[src/rtl/datapath_sequencer.sv]
// ----------------------------------------------------------------------------
// datapath_sequencer
//
// Purpose:
//   Control stage that sits directly in front of the register-file / ALU / mux
//   datapath. It accepts one 32-bit instruction word at a time over a
//   valid/ready handshake. Each accepted word is decoded into the datapath
//   control inputs. The instruction is then stepped through a fixed
//   DECODE -> EXEC -> WB sequence. The ALU zero flag is captured at the end of
//   EXEC, and an instruction is counted as retired when it leaves WB.
//
//   Instruction word layout:
//     [31:29] opcode       [28]    Mux_ctrl      [27:23] Write_Addr
//     [22:18] Read_Addr_1  [17:13] Read_Addr_2   [12]    wb (write back)
//     [11:0]  imm, sign-extended to DATA_W on Data_in
//
//   Timing:
//     - One instruction is accepted every 4 cycles at most.
//     - Write_Enable is high for the single WB cycle, which is the 3rd cycle
//       after the accept edge.
//     - Decoded control outputs hold their values from one accept to the next.
//
// Ports:
//   Clock        in   system clock, rising edge
//   Reset        in   asynchronous, active-high reset
//   instr_valid  in   upstream presents a word on instr
//   instr_ready  out  sequencer is idle and takes the word on this edge
//   instr        in   32-bit instruction word
//   zero         in   ALU zero flag from the datapath
//   Read_Addr_1  out  register-file read port 1 address
//   Read_Addr_2  out  register-file read port 2 address
//   Write_Addr   out  register-file write address
//   Data_in      out  sign-extended immediate
//   Write_Enable out  register-file write strobe (WB only, one cycle)
//   Mux_ctrl     out  datapath mux select (1 = immediate path)
//   opcode       out  ALU opcode
//   busy         out  an instruction is in flight
//   zero_flag    out  zero as sampled at the end of the last EXEC
//   instr_count  out  retired-instruction counter (wraps)
// ----------------------------------------------------------------------------
module datapath_sequencer #(
    parameter int DATA_W = 32,
    parameter int ADDR_W = 5,
    parameter int CNT_W  = 16
) (
    input  logic              Clock,
    input  logic              Reset,
    input  logic              instr_valid,
    output logic              instr_ready,
    input  logic [31:0]       instr,
    input  logic              zero,
    output logic [ADDR_W-1:0] Read_Addr_1,
    output logic [ADDR_W-1:0] Read_Addr_2,
    output logic [ADDR_W-1:0] Write_Addr,
    output logic [DATA_W-1:0] Data_in,
    output logic              Write_Enable,
    output logic              Mux_ctrl,
    output logic [2:0]        opcode,
    output logic              busy,
    output logic              zero_flag,
    output logic [CNT_W-1:0]  instr_count
);

    // ------------------------------------------------------------------
    // Instruction field positions
    // ------------------------------------------------------------------
    localparam int IMM_W      = 12;
    localparam int OPC_HI     = 31;
    localparam int OPC_LO     = 29;
    localparam int MUX_BIT    = 28;
    localparam int WA_HI      = 27;
    localparam int WA_LO      = 23;
    localparam int RA1_HI     = 22;
    localparam int RA1_LO     = 18;
    localparam int RA2_HI     = 17;
    localparam int RA2_LO     = 13;
    localparam int WB_BIT     = 12;
    localparam int IMM_HI     = 11;
    localparam int IMM_LO     = 0;

    typedef enum logic [1:0] {
        IDLE   = 2'd0,
        DECODE = 2'd1,
        EXEC   = 2'd2,
        WB     = 2'd3
    } state_t;

    state_t state_reg;
    state_t state_next;

    // Decoded fields, held from one accept to the next
    logic [2:0]        opcode_reg;
    logic              mux_reg;
    logic [ADDR_W-1:0] write_addr_reg;
    logic [ADDR_W-1:0] read_addr_1_reg;
    logic [ADDR_W-1:0] read_addr_2_reg;
    logic              wb_reg;
    logic [IMM_W-1:0]  imm_reg;

    logic              zero_flag_reg;
    logic [CNT_W-1:0]  count_reg;

    logic              ready_c;
    logic              busy_c;
    logic              write_enable_c;
    logic              accept;
    logic [DATA_W-1:0] data_ext;

    // The handshake completes on any edge where we are idle and upstream is
    // valid. Words offered while busy are simply not taken.
    assign accept = ready_c & instr_valid;

    // ------------------------------------------------------------------
    // State register
    // ------------------------------------------------------------------
    always_ff @(posedge Clock or posedge Reset) begin
        if (Reset) begin
            state_reg <= IDLE;
        end else begin
            state_reg <= state_next;
        end
    end

    // ------------------------------------------------------------------
    // Next-state and state-decoded outputs.
    // Write_Enable is decoded from the state here rather than registered.
    // An asynchronous reset forces the state to IDLE, and that drops the
    // strobe at once instead of at the following edge.
    // ------------------------------------------------------------------
    always_comb begin
        state_next     = state_reg;
        ready_c        = 1'b0;
        busy_c         = 1'b0;
        write_enable_c = 1'b0;
        case (state_reg)
            IDLE: begin
                ready_c = 1'b1;
                if (instr_valid) begin
                    state_next = DECODE;
                end
            end
            DECODE: begin
                busy_c     = 1'b1;
                state_next = EXEC;
            end
            EXEC: begin
                busy_c     = 1'b1;
                state_next = WB;
            end
            WB: begin
                busy_c         = 1'b1;
                write_enable_c = wb_reg;
                state_next     = IDLE;
            end
            default: begin
                state_next = IDLE;
            end
        endcase
    end

    // ------------------------------------------------------------------
    // Field capture on accept
    // ------------------------------------------------------------------
    always_ff @(posedge Clock or posedge Reset) begin
        if (Reset) begin
            opcode_reg      <= '0;
            mux_reg         <= 1'b0;
            write_addr_reg  <= '0;
            read_addr_1_reg <= '0;
            read_addr_2_reg <= '0;
            wb_reg          <= 1'b0;
            imm_reg         <= '0;
        end else if (accept) begin
            opcode_reg      <= instr[OPC_HI:OPC_LO];
            mux_reg         <= instr[MUX_BIT];
            write_addr_reg  <= instr[WA_HI:WA_LO];
            read_addr_1_reg <= instr[RA1_HI:RA1_LO];
            read_addr_2_reg <= instr[RA2_HI:RA2_LO];
            wb_reg          <= instr[WB_BIT];
            imm_reg         <= instr[IMM_HI:IMM_LO];
        end
    end

    // ------------------------------------------------------------------
    // Zero-flag capture on the edge that closes EXEC, and the retire
    // counter on the edge that closes WB. The counter wraps naturally.
    // ------------------------------------------------------------------
    always_ff @(posedge Clock or posedge Reset) begin
        if (Reset) begin
            zero_flag_reg <= 1'b0;
            count_reg     <= '0;
        end else begin
            if (state_reg == EXEC) begin
                zero_flag_reg <= zero;
            end
            if (state_reg == WB) begin
                count_reg <= count_reg + 1'b1;
            end
        end
    end

    // ------------------------------------------------------------------
    // Sign extension of the 12-bit immediate to DATA_W
    // ------------------------------------------------------------------
    genvar gi;
    generate
        for (gi = 0; gi < DATA_W; gi++) begin : g_sext
            if (gi < IMM_W) begin : g_low
                assign data_ext[gi] = imm_reg[gi];
            end else begin : g_high
                assign data_ext[gi] = imm_reg[IMM_W-1];
            end
        end
    endgenerate

    // ------------------------------------------------------------------
    // Output drive
    // ------------------------------------------------------------------
    assign instr_ready  = ready_c;
    assign busy         = busy_c;
    assign Write_Enable = write_enable_c;
    assign opcode       = opcode_reg;
    assign Mux_ctrl     = mux_reg;
    assign Write_Addr   = write_addr_reg;
    assign Read_Addr_1  = read_addr_1_reg;
    assign Read_Addr_2  = read_addr_2_reg;
    assign Data_in      = data_ext;
    assign zero_flag    = zero_flag_reg;
    assign instr_count  = count_reg;

endmodule

[config.mk]
export PLATFORM = sky130hd
export DESIGN_NAME = datapath_sequencer
export DESIGN_NICKNAME = d
export VERILOG_FILES = /design/src/rtl/datapath_sequencer.sv
export SDC_FILE = /design/constraint.sdc
export NUM_CORES = 1
export LEC_CHECK = 0
export CAP_MARGIN = 15
export CELL_PAD_IN_SITES_DETAIL_PLACEMENT = 1
export CELL_PAD_IN_SITES_GLOBAL_PLACEMENT = 1
export CORE_MARGIN = 4
export CORE_UTILIZATION = 31
export DETAILED_ROUTE_END_ITERATION = 10
export GPL_TIMING_DRIVEN = 0
export PLACE_DENSITY_LB_ADDON = 0.1
export REMOVE_ABC_BUFFERS = 1
export SYNTH_ARGS = -nofsm -noshare
export SYNTH_HDL_FRONTEND = slang
export SYNTH_SLANG_ARGS = --single-unit
export TNS_END_PERCENT = 30
[constraint.sdc]
create_clock -name Clock -period 1.6 [get_ports Clock]
set_input_delay 0.24 -clock Clock [delete_from_list [all_inputs] [get_ports Clock]]
set_output_delay 0.24 -clock Clock [all_outputs]
set_load 0.005 [all_outputs]
==> run metrics, run 1 <==
status completed; clk_skew 0.00480 ns; Post-Synthesis Cell Area 2220 µm²; Yosys warning total 0; Die Wd 92.6 µm; Max-Cap Viols 0; critical path capture point type output pin; Synth Flop Type dfrtp_1; r2r setup slk 0.07 ns; # rows 30; Slew Limit Fails 0; die height 92.6 µm; Fin. Hold Viols 0; Mapped Cells 163; Tot Pwr 6190 µW; Crit Reg-Reg Endpoint instr_count[11]; share of power burned in registers 0.353; RSZ-0062 raised after global routing true; slew margin rel. 0.667; clock power share 0.169; period utilization 0.988; total gr overflow 0; flops & latches, synth 51; Peak VDD IR 0.838 mV; internal power of the cells 4450 µW; Worst-Skew Late Latency 0.30 ns; Worst Path Required 1.36 ns; most frequent cell after synthesis dfrtp_1; Crit-path slowest cell clkdlybuf4s50_1; GRT Total Usage 0.129; ANT cells 0; detailed placer's ending HPWL 3970 µm; die area 8580 µm²; P_sw 1730 µW; share of cells above drive strength 1 0.292; # nets final 304; clock tree root driver cell clkbuf_8; leakage power 0.00167 µW; global-route wire length before repair 8720 µm; total vias in the final route 1,551; Setup CP Type reg2out; synth top area cells dfrtp_1, mux2_2, buf_4; area fraction of the dominant cell type after synthesis 0.575; syn_area_per_cell 13.6 µm²; worst reg2reg path depth 6; critical path's largest stage delay 0.51 ns; worst-margin pin slew 0.499 ns; WL per Instance 15.2 µm; min-delay worst type in2async; EDFF count, synth 0; Area after DPL 3280 µm²; leading area contributor after synthesis dfrtp_1; TritonCTS clock tree built; initial antenna violation count 0; CORE AREA 6870 µm²; CP startpoint kind register; Final ANT Viol Nets 0; DR vias/cell 4.31; clock buffer depth 2; 1st-iter DRT viols 47; fraction of power spent switching nets 0.280; Clk pin slew, worst setup/hold paths 0.09 ns; Fmax 0.633 GHz; clk sinks 51; ys async rst share 1.00; CTS buffer count 5; reg2reg start state_reg[1]; vias in the first global route 1,599; Setup WS post-layout 0.0195 ns; Post-CTS Hold Buffers 0; drt total wl 5480 µm; Crit Path Max Fanout 9; # port buffers 106; pre-CTS WS -0.276 ns; Comb pwr share 0.478; post-synthesis sequential area ratio 0.575; Placer Congestion 0.660; Pre-antenna DRT Iters 2; max reg flops 16; CP cell instances buf_4, clkdlybuf4s50_1; setup violators final 0; Crit path arrival time 1.34 ns; post-layout min period 1.58 ns; final hold slack 0.283 ns; # IOs 107; pwr dens 1710 nW/µm²; H-tree depth 2; Initial Util 0.323; Finished Cell Area 3620 µm²; largest net degree at the start of global routing 30; Synth top cells by count dfrtp_1, mux2_2, buf_4; post-synth cell types 19; drt drc 0; Area growth syn-to-layout 63.0%
## routing by layer
layer	track usage	wire, µm
met5	0	0
met4	0.0330	55
met3	0.0439	335
met2	0.213	2810
met1	0.162	2280
## kinds of logic (layout without fill, tap and decap cells)
family                     after synthesis  in the layout  share of synthesized area
xor gates and xnor gates                15             15                     0.0592
AOI/OAI and AO/OA                        1              1                    0.00225
buffers and inverters                   27            128                     0.0812
DFF                                     51             51                      0.575
adders and majority gates                5              5                     0.0282
muxes                                   35             35                      0.178
and+or+nand+nor                         29             29                     0.0767
## how the worst max path moves through the flow
stage / startpoint / to / slack (ns) / cells past startpoint
final: imm_reg[11] / Data_in[29] / 0.02 / 2
after floorplan: state_reg[0] / Mux_ctrl / -0.26 / 4
after global placement: Reset / instr_count[6] / -0.97 / 2
after CTS: imm_reg[11] / Data_in[29] / 0.003 / 2
after global routing: imm_reg[11] / Data_in[29] / -0.05 / 2
after detailed placement: instr_valid / imm_reg[10] / -0.28 / 4
## cells in the final DEF, fill, tap and decap left out
cell type and count:
nor3_1 2, nor4_4 3, ha_1 2, dlymetal6s2s_1 10, nand4_1 4, dfrtp_1 44, buf_2 1, buf_4 6
bufinv_16 2, clkbuf_8 5, buf_12 1, dlygate4sd2_1 8, nor2_1 3, and2_2 1, clkbuf_1 1, xor2_1 11
a21oi_1 1, nand4_4 2, inv_1 1, nand2_1 8, nor3_2 2, xnor2_1 4, mux2_2 35, clkdlybuf4s50_1 87
buf_16 1, inv_2 3, nand2_4 1, nor2b_1 1, ha_4 3, buf_6 2, dfrtp_2 7, and3_2 1
nor4_2 1
## repair_timing
item	CTS	global route
setup endpoints to repair	62	44
pin swaps	2	2
resized for setup	26	26
buffers inserted	6	2
## metrics by stage
stage	TNS, ns	utilization	std cells
after floorplan	-8.39	-	140
after global placement	-71.45	0.471	342
after detailed placement	-6.56	0.478	344
after CTS	0	0.508	358
after global routing	-0.175	0.527	360
final	0	0.527	360
## critical path: cells and delay by family (launching register included)
family / cells / cell delay (ns)
flops: 1 / 0.39
buf+inv: 2 / 0.66
## area by class of cell
cell class                      instances  area, µm²
Fill cell                             715       3250
Sequential cell                        51       1280
Timing Repair Buffer                  116       1190
Multi-Input combinational cell         85        878
Tap cell                               96        120
Clock buffer                            6       72.6
Clock inverter                          2       60.1
Inverter                                4       15.0
## power groups by stage
stage                     Combinational [µW]  Clock, µW  Sequential (µW)
after floorplan                          864          0             2290
after global placement                  2790          0             2220
after detailed placement                2840          0             2250
after CTS                               3000       1090             2170
after global routing                    3220       1130             2280
final                                   2960       1040             2180
Note: power is estimated with default switching activity, not from simulation.
==> run 2: changes to the inputs <==
SKIP_CTS_REPAIR_TIMING = 1   (was default)
==> run 2 against run 1 <==
  * Utilization shrank 0.84 points
  * Die area unchanged
  * Critical path depth shrank 1
  * Sequential power about the same
  * Clock-buffer cell count stayed put
  * Register-to-register slack better by 0.02 ns
  * Final cell count down 1.1%
  * Critical path type unchanged
  * Critical endpoint is now instr_count[12]
  * Highest routed layer unchanged
==> run metrics, run 2 (synthesis results as in run 1) <==
status completed; clock buffer depth 2; clock tree root driver cell clkbuf_8; Crit path arrival time 1.30 ns; critical path's largest stage delay 0.55 ns; total gr overflow 0; vias in the first global route 1,561; H-tree depth 2; die area 8580 µm²; # rows 30; post-layout min period 1.54 ns; TritonCTS clock tree built; ANT cells 0; WP buf/inv 1; critical path capture point type output pin; # IOs 107; WL per Instance 15.2 µm; max reg flops 16; DR WL met3 342 µm; Worst path top cell family by delay buffers and inverters; total vias in the final route 1,552; Initial Util 0.323; DR vias/cell 4.36; share of cells above drive strength 1 0.250; drt drc 0; # nets final 300; Die Wd 92.6 µm; Slew Limit Fails 0; setup violators final 0; largest net degree at the start of global routing 30; fillers 708; CORE AREA 6870 µm²; leading cell types in the layout, fill and taps excluded clkdlybuf4s50_1, dfrtp_1, mux2_2; Worst Path Required 1.36 ns; RSZ-0062 raised after global routing true; drt total wl 5420 µm; Placer Congestion 0.660; Setup WS post-layout 0.0598 ns; Setup CP Type reg2out; met2 WL 2770 µm; CTS buffer count 5; initial antenna violation count 0; Pre-antenna DRT Iters 2; min-delay worst type in2async; Fmax 0.649 GHz; Fin. Hold Viols 0; clk_skew 0.00378 ns; max layer used met4; area of the multi-input gates 807 µm²; global-route wire length before repair 8470 µm; commonest non-fill, non-tap cell in the layout clkdlybuf4s50_1; Max-Cap Viols 0; Fin Setup TNS 0 ns; register area 1290 µm²; GRT Total Usage 0.125; clk sinks 51; met1 wire length 2250 µm; period utilization 0.963; die height 92.6 µm; Worst-Skew Late Latency 0.30 ns; slew margin rel. 0.667; Area growth syn-to-layout 60.4%; # port buffers 106; Final ANT Viol Nets 0; Clk pin slew, worst setup/hold paths 0.09 ns; detailed placer's ending HPWL 3970 µm; pwr dens 1720 nW/µm²; final hold slack 0.284 ns; Crit-path slowest cell clkdlybuf4s50_1; CP startpoint kind register; Crit Path Max Fanout 5; Peak VDD IR 0.806 mV; CP cell instances clkdlybuf4s50_1; leakage power 0.00173 µW; pre-CTS WS -0.276 ns; worst-margin pin slew 0.499 ns; 1st-iter DRT viols 39
## run 2: path summary, 6_finish.rpt
kind	start	to	depth (start not counted)	slack [ns]
setup / recovery	instr_count[12]	instr_count[12]	1	0.06
hold / removal	Reset	Write_Addr[2]	2	0.28
setup reg to reg	state_reg[1]	instr_count[15]	5	0.09
hold reg to reg	instr_count[15]	instr_count[15]	1	0.47
max in group asynchronous	Reset	instr_count[2]	3	0.77
min in group Clock	instr_count[15]	instr_count[15]	1	0.47
## run 2: stage by stage
stage | utilization | cell area, µm² | power (µW) | std cells
5_1_grt | 0.518 | 3560 | 6550 | 356
4_1_cts | 0.497 | 3420 | 6160 | 352
3_5_place_dp | 0.478 | 3280 | 5080 | 344
2_1_floorplan | - | 2050 | 3160 | 140
6_report | 0.518 | 3560 | 6110 | 356
3_3_place_gp | 0.471 | 3240 | 5000 | 342
## run 2: power by group
group          total [µW]  switching (µW)  internal, µW
sequential           2180             347          1840
clock                1050             421           625
combinational        2880             921          1960
## run 2: final cells by class
class                      instances  share of cell area
clock buffer                       6              0.0204
sequential                        51               0.361
clock inverter                     2              0.0169
multi-input combinational         85               0.227
inverter                           4             0.00422
tap                               96              0.0337
timing repair buffer             112               0.337
## run 2: routing by layer
layer / vias to the layer above / global-route usage
met5: - / 0
met4: 0 / 0.0330
met3: 6 / 0.0439
met2: 50 / 0.207
met1: 771 / 0.156
li1: 725 / -
